`src/rtl/tx_header_ctrl_pkg.sv`:
```
// Shared transmitter types: address pair, header constants and the header controller state set.
package tx_header_ctrl_pkg;

    typedef struct packed {
        logic [47:0] src;
        logic [47:0] dst;
    } address_t;

    localparam logic [15:0] ETHERTYPE_DEFAULT = 16'h88B5;
    localparam int unsigned HDR_LEN           = 14;

    typedef enum logic [1:0] {
        IDLE,
        LOAD,
        HDR,
        PAYLOAD
    } state_t;

    // Byte idx of {src, dst, ethertype}, MSB byte first; src leads so the
    // received source becomes the transmitted destination (loopback swap).
    function automatic logic [7:0] hdr_byte(input address_t addr,
                                            input logic [15:0] ethertype,
                                            input logic [3:0]  idx);
        logic [111:0] w_hdr;
        w_hdr = {addr.src, addr.dst, ethertype} << {idx, 3'b000};
        return w_hdr[111:104];
    endfunction

endpackage

```
`src/rtl/tx_header_ctrl_if.sv`:
```
// Handshake, address-register and AXI-Stream signals around the header controller.
interface tx_header_ctrl_if;
    import tx_header_ctrl_pkg::*;

    logic       rx_hdr_valid;
    logic       rx_hdr_ready;
    address_t   rx_address;
    logic       address_wr;
    address_t   tx_address;

    logic [7:0] pl_tdata;
    logic       pl_tvalid;
    logic       pl_tlast;
    logic       pl_tready;

    logic [7:0] tx_tdata;
    logic       tx_tvalid;
    logic       tx_tlast;
    logic       tx_tready;

    modport master (
        input  rx_hdr_valid,
        output rx_hdr_ready,
        input  rx_address,
        output address_wr,
        input  tx_address,
        input  pl_tdata,
        input  pl_tvalid,
        input  pl_tlast,
        output pl_tready,
        output tx_tdata,
        output tx_tvalid,
        output tx_tlast,
        input  tx_tready
    );

    modport slave (
        output rx_hdr_valid,
        input  rx_hdr_ready,
        output rx_address,
        input  address_wr,
        output tx_address,
        output pl_tdata,
        output pl_tvalid,
        output pl_tlast,
        input  pl_tready,
        input  tx_tdata,
        input  tx_tvalid,
        input  tx_tlast,
        output tx_tready
    );

endinterface

```
`src/rtl/tx_header_ctrl.sv`:
```
// Prepends a 14-byte Ethernet header (swapped addresses + EtherType) to each payload
// stream, loading the address register once per frame and counting completed frames.
module tx_header_ctrl
    import tx_header_ctrl_pkg::*;
#(
    parameter logic [15:0] ETHERTYPE = ETHERTYPE_DEFAULT
) (
    input  logic               clk,
    input  logic               rst,
    tx_header_ctrl_if.master   bus,
    output logic [15:0]        frame_cnt
);

    localparam logic [3:0] LAST_IDX = 4'(HDR_LEN - 1);

    state_t      r_state;
    logic [3:0]  r_idx;
    logic [15:0] r_frame_cnt;
    logic        r_address_wr;

    logic        w_pl_end;

    assign w_pl_end  = bus.pl_tvalid && bus.tx_tready && bus.pl_tlast;
    assign frame_cnt = r_frame_cnt;

    always_ff @(posedge clk) begin
        if (rst) begin
            r_state      <= IDLE;
            r_idx        <= '0;
            r_frame_cnt  <= '0;
            r_address_wr <= 1'b0;
        end else begin
            r_address_wr <= 1'b0;
            unique case (r_state)
                IDLE: begin
                    if (bus.rx_hdr_valid) begin
                        r_state      <= LOAD;
                        r_address_wr <= 1'b1;
                    end
                end
                LOAD: begin
                    r_state <= HDR;
                end
                HDR: begin
                    if (bus.tx_tready) begin
                        if (r_idx == LAST_IDX) begin
                            r_idx   <= '0;
                            r_state <= PAYLOAD;
                        end else begin
                            r_idx <= r_idx + 4'd1;
                        end
                    end
                end
                PAYLOAD: begin
                    if (w_pl_end) begin
                        r_state     <= IDLE;
                        r_frame_cnt <= r_frame_cnt + 16'd1;
                    end
                end
                default: begin
                    r_state <= IDLE;
                end
            endcase
        end
    end

    // Outputs are forced quiet while rst is high, even before the first reset edge lands.
    always_comb begin
        bus.rx_hdr_ready = 1'b0;
        bus.address_wr   = r_address_wr && !rst;
        bus.tx_tdata     = '0;
        bus.tx_tvalid    = 1'b0;
        bus.tx_tlast     = 1'b0;
        bus.pl_tready    = 1'b0;
        if (!rst) begin
            unique case (r_state)
                IDLE: begin
                    bus.rx_hdr_ready = 1'b1;
                end
                HDR: begin
                    bus.tx_tvalid = 1'b1;
                    bus.tx_tdata  = hdr_byte(bus.tx_address, ETHERTYPE, r_idx);
                end
                PAYLOAD: begin
                    bus.tx_tdata  = bus.pl_tdata;
                    bus.tx_tvalid = bus.pl_tvalid;
                    bus.tx_tlast  = bus.pl_tlast;
                    bus.pl_tready = bus.tx_tready;
                end
                default: begin
                end
            endcase
        end
    end

endmodule

```
`src/flat_wrapper.sv`:
```
// flat-port wrapper written by rule: the top's interface ports become plain ports
module tx_header_ctrl_flat import tx_header_ctrl_pkg::*;
#(
    parameter logic [15:0] ETHERTYPE = ETHERTYPE_DEFAULT
)
  (clk, rst, frame_cnt, bus_rx_hdr_valid, bus_rx_hdr_ready, bus_rx_address, bus_address_wr, bus_tx_address, bus_pl_tdata, bus_pl_tvalid, bus_pl_tlast, bus_pl_tready, bus_tx_tdata, bus_tx_tvalid, bus_tx_tlast, bus_tx_tready);
  tx_header_ctrl_if bus_i ();
  input  logic clk;
  input  logic rst;
  output logic [15:0] frame_cnt;
  input wire logic [$bits(bus_i.rx_hdr_valid)-1:0] bus_rx_hdr_valid;
  output wire logic [$bits(bus_i.rx_hdr_ready)-1:0] bus_rx_hdr_ready;
  input wire logic [$bits(bus_i.rx_address)-1:0] bus_rx_address;
  output wire logic [$bits(bus_i.address_wr)-1:0] bus_address_wr;
  input wire logic [$bits(bus_i.tx_address)-1:0] bus_tx_address;
  input wire logic [$bits(bus_i.pl_tdata)-1:0] bus_pl_tdata;
  input wire logic [$bits(bus_i.pl_tvalid)-1:0] bus_pl_tvalid;
  input wire logic [$bits(bus_i.pl_tlast)-1:0] bus_pl_tlast;
  output wire logic [$bits(bus_i.pl_tready)-1:0] bus_pl_tready;
  output wire logic [$bits(bus_i.tx_tdata)-1:0] bus_tx_tdata;
  output wire logic [$bits(bus_i.tx_tvalid)-1:0] bus_tx_tvalid;
  output wire logic [$bits(bus_i.tx_tlast)-1:0] bus_tx_tlast;
  input wire logic [$bits(bus_i.tx_tready)-1:0] bus_tx_tready;
  assign bus_i.rx_hdr_valid = bus_rx_hdr_valid;
  assign bus_rx_hdr_ready = bus_i.rx_hdr_ready;
  assign bus_i.rx_address = bus_rx_address;
  assign bus_address_wr = bus_i.address_wr;
  assign bus_i.tx_address = bus_tx_address;
  assign bus_i.pl_tdata = bus_pl_tdata;
  assign bus_i.pl_tvalid = bus_pl_tvalid;
  assign bus_i.pl_tlast = bus_pl_tlast;
  assign bus_pl_tready = bus_i.pl_tready;
  assign bus_tx_tdata = bus_i.tx_tdata;
  assign bus_tx_tvalid = bus_i.tx_tvalid;
  assign bus_tx_tlast = bus_i.tx_tlast;
  assign bus_i.tx_tready = bus_tx_tready;
  tx_header_ctrl #(.ETHERTYPE(ETHERTYPE)) u_core (.clk(clk), .rst(rst), .bus(bus_i), .frame_cnt(frame_cnt));
endmodule
```
`config.mk`:
```
export PLATFORM = sky130hd
export DESIGN_NAME = tx_header_ctrl_flat
export DESIGN_NICKNAME = d
export VERILOG_FILES = /design/src/rtl/tx_header_ctrl_pkg.sv /design/src/rtl/tx_header_ctrl_if.sv /design/src/rtl/tx_header_ctrl.sv /design/src/flat_wrapper.sv
export SDC_FILE = /design/constraint.sdc
export NUM_CORES = 1
export LEC_CHECK = 0
export ABC_AREA = 1
export BUFFER_PORTS_ARGS = -buffer_cell sky130_fd_sc_hd__buf_2
export CAP_MARGIN = 20
export CORE_ASPECT_RATIO = 1.4
export CORE_MARGIN = 5
export CORE_UTILIZATION = 33
export DETAILED_ROUTE_END_ITERATION = 10
export GPL_TIMING_DRIVEN = 0
export PLACE_DENSITY = 0.76
export SYNTH_ARGS = -nofsm -noshare
export SYNTH_HDL_FRONTEND = slang
export SYNTH_SLANG_ARGS = --single-unit
```
`constraint.sdc`:
```
create_clock -name clk -period 1.4 [get_ports clk]
set_input_delay 0.14 -clock clk [delete_from_list [all_inputs] [get_ports clk]]
set_output_delay 0.14 -clock clk [all_outputs]
set_load 0.01 [all_outputs]
```
==> results of run 1 <==
==> flip-flops by register name (all words and copies together), names as in the netlist <==
name and cells:
u_core.r_idx 4, u_core.r_state 2, u_core.frame_cnt 16, u_core.r_address_wr 1
==> metal layers <==
metal | part of all wire, % | track usage [%] | up-vias
met4 | 2.6 | 7.97 | 16
li1 | - | - | 1712
met3 | 16 | 9.43 | 34
met5 | 0.82 | 0 | -
met1 | 38 | 26.9 | 1440
met2 | 43 | 34.6 | 217
==> what timing repair did <==
item | CTS | global route
gates resized for setup | 44 | 35
gates cloned | 1 | 0
hold buffers | 0 | 0
endpoints found under the setup margin | 19 | 26
buffers inserted | 6 | 2
pin swaps | 12 | 3
==> cell usage after synthesis <==
master and instances:
a21oi_1 26, a22oi_1 5, buf_2 8, buf_4 6
buf_6 1, clkbuf_1 3, dfxtp_1 23, ha_1 5
inv_1 34, inv_4 1, nand2_1 233, nand2_2 1
nand2_4 1, nand3_1 24, nand3_2 3, nand4_1 8
nor2_1 36, nor2_2 1, nor2_4 2, nor2_8 2
nor3_1 8, nor4_1 1, o21ai_0 10, o21ai_1 1
o21ai_2 1, o31ai_2 1
==> power by group through the flow <==
stage	Combinational (W)	Sequential [W]	Clock [W]
finish	0.00166	0.000777	0.000425
global route	0.00185	0.000785	0.000465
CTS	0.00154	0.000762	0.000432
detailed placement	0.00132	0.000741	0
global placement	0.00129	0.000739	0
floorplan	0.000843	0.000735	0
==> how the worst max path moves through the flow <==
stage / start / end / slack [ns] / cells past startpoint
after floorplan: u_core.r_state[1] / u_core.frame_cnt[15] / 0.009 / 8
after global placement: u_core.r_idx[0] / bus_tx_tdata[6] / -0.25 / 11
after detailed placement: u_core.r_idx[0] / bus_tx_tdata[6] / -0.27 / 11
after CTS: u_core.r_idx[0] / bus_tx_tdata[3] / -0.42 / 11
after global routing: u_core.r_idx[0] / bus_tx_tdata[4] / -0.57 / 11
final: u_core.r_idx[0] / bus_tx_tdata[2] / -0.43 / 11
==> placed cells by master (no fill, tap or decap), types with 4 or more instances in the layout <==
cell     instances
nor2_2           4
nor3_1           7
dfxtp_2          5
nand4_1          8
nand2_1        223
inv_1           28
a21oi_1         24
nor2_1          31
dfxtp_1         16
buf_8            5
nor2_4           4
inv_2            4
nand3_2          7
a22oi_1          5
nand3_1         18
o21ai_0          7
nand2_2         10
buf_6            4
buf_2          143
buf_4            9
==> worst register-to-register path: cells and delay by family (launching register included) <==
family	cells	cell delay (ns)
and+or+nand+nor	5	0.48
buffers and inverters	3	0.35
DFF	1	0.34
AOI/OAI and AO/OA	1	0.18
==> logic make-up after synthesis <==
family	after synthesis
and+or+nand+nor	320
DFF	23
buffers and inverters	53
AOI/OAI and AO/OA	44
adders and majority gates	5
==> final cells by class <==
cell class | count | area (um^2)
antenna | 2 | 5.00
buffer | 18 | 163
clock buffer | 4 | 45.0
fill | 740 | 3390
inverter | 35 | 146
multi-input combinational | 369 | 1810
sequential | 23 | 474
tap | 95 | 119
timing repair buffer | 147 | 782
==> per-stage QoR <==
stage | hold WS (ns) | std cells | total power, W | area (um^2) | TNS (ns)
6_report | 0.112 | 693 | 0.00286 | 3540 | -3.47
5_1_grt | 0.105 | 693 | 0.00310 | 3540 | -5.12
4_1_cts | 0.111 | 689 | 0.00274 | 3420 | -3.35
3_5_place_dp | 0.401 | 678 | 0.00206 | 3160 | -2.62
3_3_place_gp | 0.397 | 678 | 0.00202 | 3160 | -2.19
2_1_floorplan | 0.218 | 445 | 0.00158 | 2350 | 0
==> qor.yml, run 1 <==
clocking:
  insertion_delay_ns: 0.27
  cts_tree: "yes"
  numCtsBuffers: 3
  cts_buffer_depth: 2
  path_clk_slew_ns: 0.08
  htree_levels: 1
  clock_sinks: 23
  cts-root-buf: "clkbuf_8"
min_path:
  hp-class: "in2reg"
  worstHoldEndpoint: "u_core.r_address_wr"
  hold_depth: 3
  hold_path_startpoint: "bus_rx_hdr_valid"
sta:
  worst_pin_slew_ns: 0.529
  finalCritPeriodShare_pct: 131
  layout_min_cycle_time_ns: 1.83
  rsz0062_at_grt: "yes"
  clock_skew_ns: 0.00209
  worst_slack_ns: -0.435
  max_freq_mhz: 545
  finalHoldViolCount: 0
  slew_headroom_pct: 64.8
  drv_slew: 0
  setup_viol: 12
power_and_ir_drop:
  internal-power_w: 0.00165
  p_comb_share_pct: 58.0
  pwr_density_cell_nw_per_um2: 807
  seq_power_share_pct: 27.2
  swShare_pct: 42.3
  clkPwrFrac_pct: 14.9
  switchingPower_w: 0.00121
  p_leak_nw: 1.90
  irDropWorstVdd_v: 0.000586
floorplanning:
  start_util_pct: 33.9
  core_um2: 6940
  die_x_um: 81.3
  die-area_um2: 8940
  io_pins: 235
  fp.dieH_um: 110
  fp-row-count: 36
logic_synthesis:
  synth_area_leaders: "nand2_1, dfxtp_1, nor2_1, a21oi_1, inv_1"
  yosysWarnings: 0
  synth_compound_area_share_pct: 10.4
  synth_seq_cells: 23
  synthMuxAreaShare_pct: 0
  synth_area_um2: 2350
  synth_xor_area_share_pct: 0
  yosys.area_share.simple_pct: 57.1
  synth_cell_types: 26
  synthesis.nets: 656
  synth_top_cell_area_share_pct: 37.2
  synth_top_area_cell: "nand2_1"
  synth_top_family_by_area: "simple AND/OR/NAND/NOR gates"
  syn_area_per_cell_um2: 5.28
  seq_area_frac_synth_pct: 19.6
  yosys.area_share.adder_pct: 2.66
  syn_inst: 445
detailed_routing:
  ant_nets: 0
  first_iter_violations: 238
  vias: 3419
  avgRoutedWirePerCell_um: 14.5
  route.detailed.drc: 0
  vias_per_cell: 4.93
  wl_um: 10000
  drt_pass1_iterations: 5
layout:
  drive_above_1_share_pct: 37.2
  syn2layout_area_growth_pct: 50.8
  final_util_pct: 51.1
  layout.nets: 808
worst_setup_path:
  crit_chain: "buf_8 > inv_8 > nor2_8 > buf_8 > nand2_1 > nand4_1 > nand3_2 > nand2_1 > nand2_1 > nand2_1 > buf_2"
  start_kind: "register"
  slowest_stage: "dfxtp_2"
  critPathCaptureType: "output port"
  rrSetupSlack_ns: -0.05
  r2r_cells: 9
  rr_endpoint: "u_core.r_state[0]"
  required_ns: 1.26
  cpMostUsedCell: "nand2_1"
  cp_slowest_stage_delay_ns: 0.34
  critPathTopFamily: "simple AND/OR/NAND/NOR gates"
  cp_max_fo: 10
  cp.arrival_ns: 1.69
  critical_path_class: "reg2out"
  worst-path-buf-inv: 4
  regToRegStartpoint: "u_core.r_idx[0]"
status:
  status: "finished, violations left"
  failed_checks: "negative setup slack"
place:
  portBuffers: 138
  pre_cts_ws_ns: -0.271
  gp_congestion: 1.01
  place_hpwl_um: 7930
grt:
  grt_overflow_total: 0
  grt_max_degree: 13
  grtUsageTotal_pct: 22.1
  grt_pass1_vias: 3278
  grt_first_pass_wirelength_um: 15400
  antenna_found_initial: 10
flow_run:
  cap_viol_max_count: 0
(Power assumes the default switching activity.)
==> run 2, diff against run 1 <==
--- a/config.mk
+++ b/config.mk
@@ -8,12 +8,11 @@
 export ABC_AREA = 1
 export BUFFER_PORTS_ARGS = -buffer_cell sky130_fd_sc_hd__buf_2
 export CAP_MARGIN = 20
-export CORE_ASPECT_RATIO = 1.4
-export CORE_MARGIN = 5
-export CORE_UTILIZATION = 33
+export CORE_AREA = 5 5 89 91
 export DETAILED_ROUTE_END_ITERATION = 10
+export DIE_AREA = 0 0 94 96
 export GPL_TIMING_DRIVEN = 0
-export PLACE_DENSITY = 0.76
+export PLACE_DENSITY = 0.74
 export SYNTH_ARGS = -nofsm -noshare
 export SYNTH_HDL_FRONTEND = slang
 export SYNTH_SLANG_ARGS = --single-unit
==> constraint.sdc (replaced) <==
create_clock -name clk -period 1.96 [get_ports clk]
set_input_delay 0.196 -clock clk [delete_from_list [all_inputs] [get_ports clk]]
set_output_delay 0.196 -clock clk [all_outputs]
set_load 0.01 [all_outputs]
==> qor.yml, run 2 (same netlist as run 1, synthesis figures left out) <==
status:
  status: "finished, final reports clean"
power_and_ir_drop:
  swShare_pct: 41.6  # -0.75 points
  p_leak_nw: 1.88  # -0.90%
  seq_power_share_pct: 26.9  # -0.3 points
  irDropWorstVdd_v: 0.000260  # -56%
  switchingPower_w: 0.000804  # -34%
  internal-power_w: 0.00113  # -32%
  clkPwrFrac_pct: 15.4  # +0.5 points
  p_comb_share_pct: 57.7  # -0.3 points
  pwr_density_cell_nw_per_um2: 568  # -30%
detailed_routing:
  ant_nets: 0  # unchanged
  vias: 3395  # -0.70%
  drt_pass1_iterations: 4  # -1
  route.detailed.drc: 0  # unchanged
  vias_per_cell: 4.88  # -1.1%
  wl_um: 10100  # +0.69%
  avgRoutedWirePerCell_um: 14.5  # +0.25%
  first_iter_violations: 216  # -9.2%
layout:
  mostFrequentLayoutCell: "nand2_1"
  mostFrequentLayoutCells: "nand2_1, buf_2, nor2_1"
  layout.nets: 808  # unchanged
  syn2layout_area_growth_pct: 44.9
  regArea_um2: 462  # -2.6%
  largest_reg_flops: 16  # unchanged
  drive_above_1_share_pct: 32.0  # -5.2 points
  final_util_pct: 48.3  # -2.8 points
  fillers: 806  # +8.9%
  multi_input_area_um2: 1680  # -7.0%
clocking:
  cts_tree: "yes"
  ctsHoldBuffers: 0  # unchanged
  insertion_delay_ns: 0.27  # about the same
  numCtsBuffers: 3  # unchanged
  cts_buffer_depth: 2  # unchanged
  clock_sinks: 23  # unchanged
  htree_levels: 1  # unchanged
  cts-root-buf: "clkbuf_8"
  path_clk_slew_ns: 0.08  # about the same
sta:
  drv_slew: 0  # unchanged
  rsz0062_at_grt: "yes"
  finalCritPeriodShare_pct: 99.3
  setup_viol: 0  # -12
  clock_skew_ns: 0.00649  # +0.00439 ns
  finalSetupTns_ns: 0  # +3.47 ns
  slew_headroom_pct: 68.2  # +3.4 points
  worst_pin_slew_ns: 0.477  # -0.0513 ns
  max_freq_mhz: 514
  layout_min_cycle_time_ns: 1.95
  finalHoldViolCount: 0  # unchanged
worst_setup_path:
  start_kind: "register"
  cp_max_fo: 7  # -3
  critPathCaptureType: "output port"
  critical_path_class: "reg2out"
  required_ns: 1.76  # +0.50 ns
  cp.arrival_ns: 1.75  # +0.06 ns
place:
  portBuffers: 138  # unchanged
  place_hpwl_um: 8290  # +4.6%
  gp_congestion: 0.896  # -12%
grt:
  grtUsageTotal_pct: 21.4  # -0.77 points
  grt_pass1_vias: 3141  # -4.2%
  grt_first_pass_wirelength_um: 15000  # -2.3%
  grt_overflow_total: 0  # unchanged
  antenna_found_initial: 5  # -5
  grt_max_degree: 13  # unchanged
floorplanning:
  core_um2: 7060  # +1.8%
  die-area_um2: 9020  # +0.98%
  io_pins: 235  # unchanged
  start_util_pct: 33.3  # -0.59 points
  fp-row-count: 31  # -14%
  fp.dieH_um: 96  # -13%
  die_x_um: 94  # +16%
flow_run:
  cap_viol_max_count: 0  # unchanged
min_path:
  hp-class: "in2reg"
-- run 2: cell types whose count changed in the layout (fill, tap and decap cells not counted), sizes merged --
| cell | before | now |
|---|---|---|
| buf | 162 | 159 |
| clkbuf | 7 | 10 |
| diode | 2 | 1 |
-- run 2: path summary, 6_finish.rpt --
check	cells past startpoint	start	end	slack (ns)
max reg2reg	8	u_core.r_state[1]	u_core.frame_cnt[15]	0.37
max	12	u_core.r_idx[0]	bus_tx_tdata[3]	0.01
min	3	bus_rx_hdr_valid	u_core.r_address_wr	0.17
min reg2reg	2	u_core.frame_cnt[4]	u_core.frame_cnt[4]	0.50
-- run 2: worst max-delay path, stage by stage, from the launching register on --
cell     delay (ns)
dfxtp_2        0.34
buf_8          0.14
inv_8          0.06
nor2_8         0.18
buf_4          0.15
buf_4          0.09
nand2_1        0.05
nand3_1        0.09
a21oi_1        0.07
nand2_1        0.08
nand2_1        0.04
nand2_1        0.07
buf_2          0.12
-- run 2: power by group through the flow --
| stage | registers (W) | clock network (W) | logic, W |
|---|---|---|---|
| 2_1_floorplan | 0.000524 | 0 | 0.000601 |
| 3_3_place_gp | 0.000526 | 0 | 0.000921 |
| 3_5_place_dp | 0.000528 | 0 | 0.000947 |
| 4_1_cts | 0.000517 | 0.000308 | 0.000968 |
| 5_1_grt | 0.000526 | 0.000332 | 0.00124 |
| 6_report | 0.000520 | 0.000299 | 0.00112 |
-- run 2: repair_timing --
action | CTS | global route
endpoints found under the setup margin | 7 | 8
resized for setup | 5 | 25
pin swaps | 0 | 14
cloned | 0 | 2
setup buffers | 0 | 7
-- run 2: layer usage --
| layer | track usage (%) | up-vias | routed length (um) |
|---|---|---|---|
| li1 | - | 1698 | - |
| met1 | 28.3 | 1455 | 4220 |
| met2 | 31.2 | 206 | 3980 |
| met3 | 9.23 | 26 | 1620 |
| met4 | 6.74 | 10 | 236 |
| met5 | 0 | - | 43 |
-- run 2: stage by stage --
| stage | cells | hold slack, ns | worst slack (ns) | cell area (um^2) | total power, W |
|---|---|---|---|---|---|
| 4_1_cts | 686 | 0.164 | -0.00608 | 3230 | 0.00179 |
| 3_5_place_dp | 682 | 0.452 | 0.271 | 3170 | 0.00148 |
| 2_1_floorplan | 445 | 0.274 | 0.555 | 2350 | 0.00113 |
| 6_report | 696 | 0.171 | 0.0136 | 3410 | 0.00193 |
| 5_1_grt | 695 | 0.172 | -0.120 | 3400 | 0.00210 |
| 3_3_place_gp | 682 | 0.441 | 0.281 | 3170 | 0.00145 |
-- run 2: final cells by class --
type / instances / area share [%]
multi-input cells: 369 / 49.4
repair buffers: 147 / 23.3
flip-flops and latches: 23 / 13.6
plain buffers: 18 / 4.63
inverters: 35 / 4.08
well taps: 99 / 3.64
clock buffers: 4 / 1.32
diodes: 1 / 0.0734
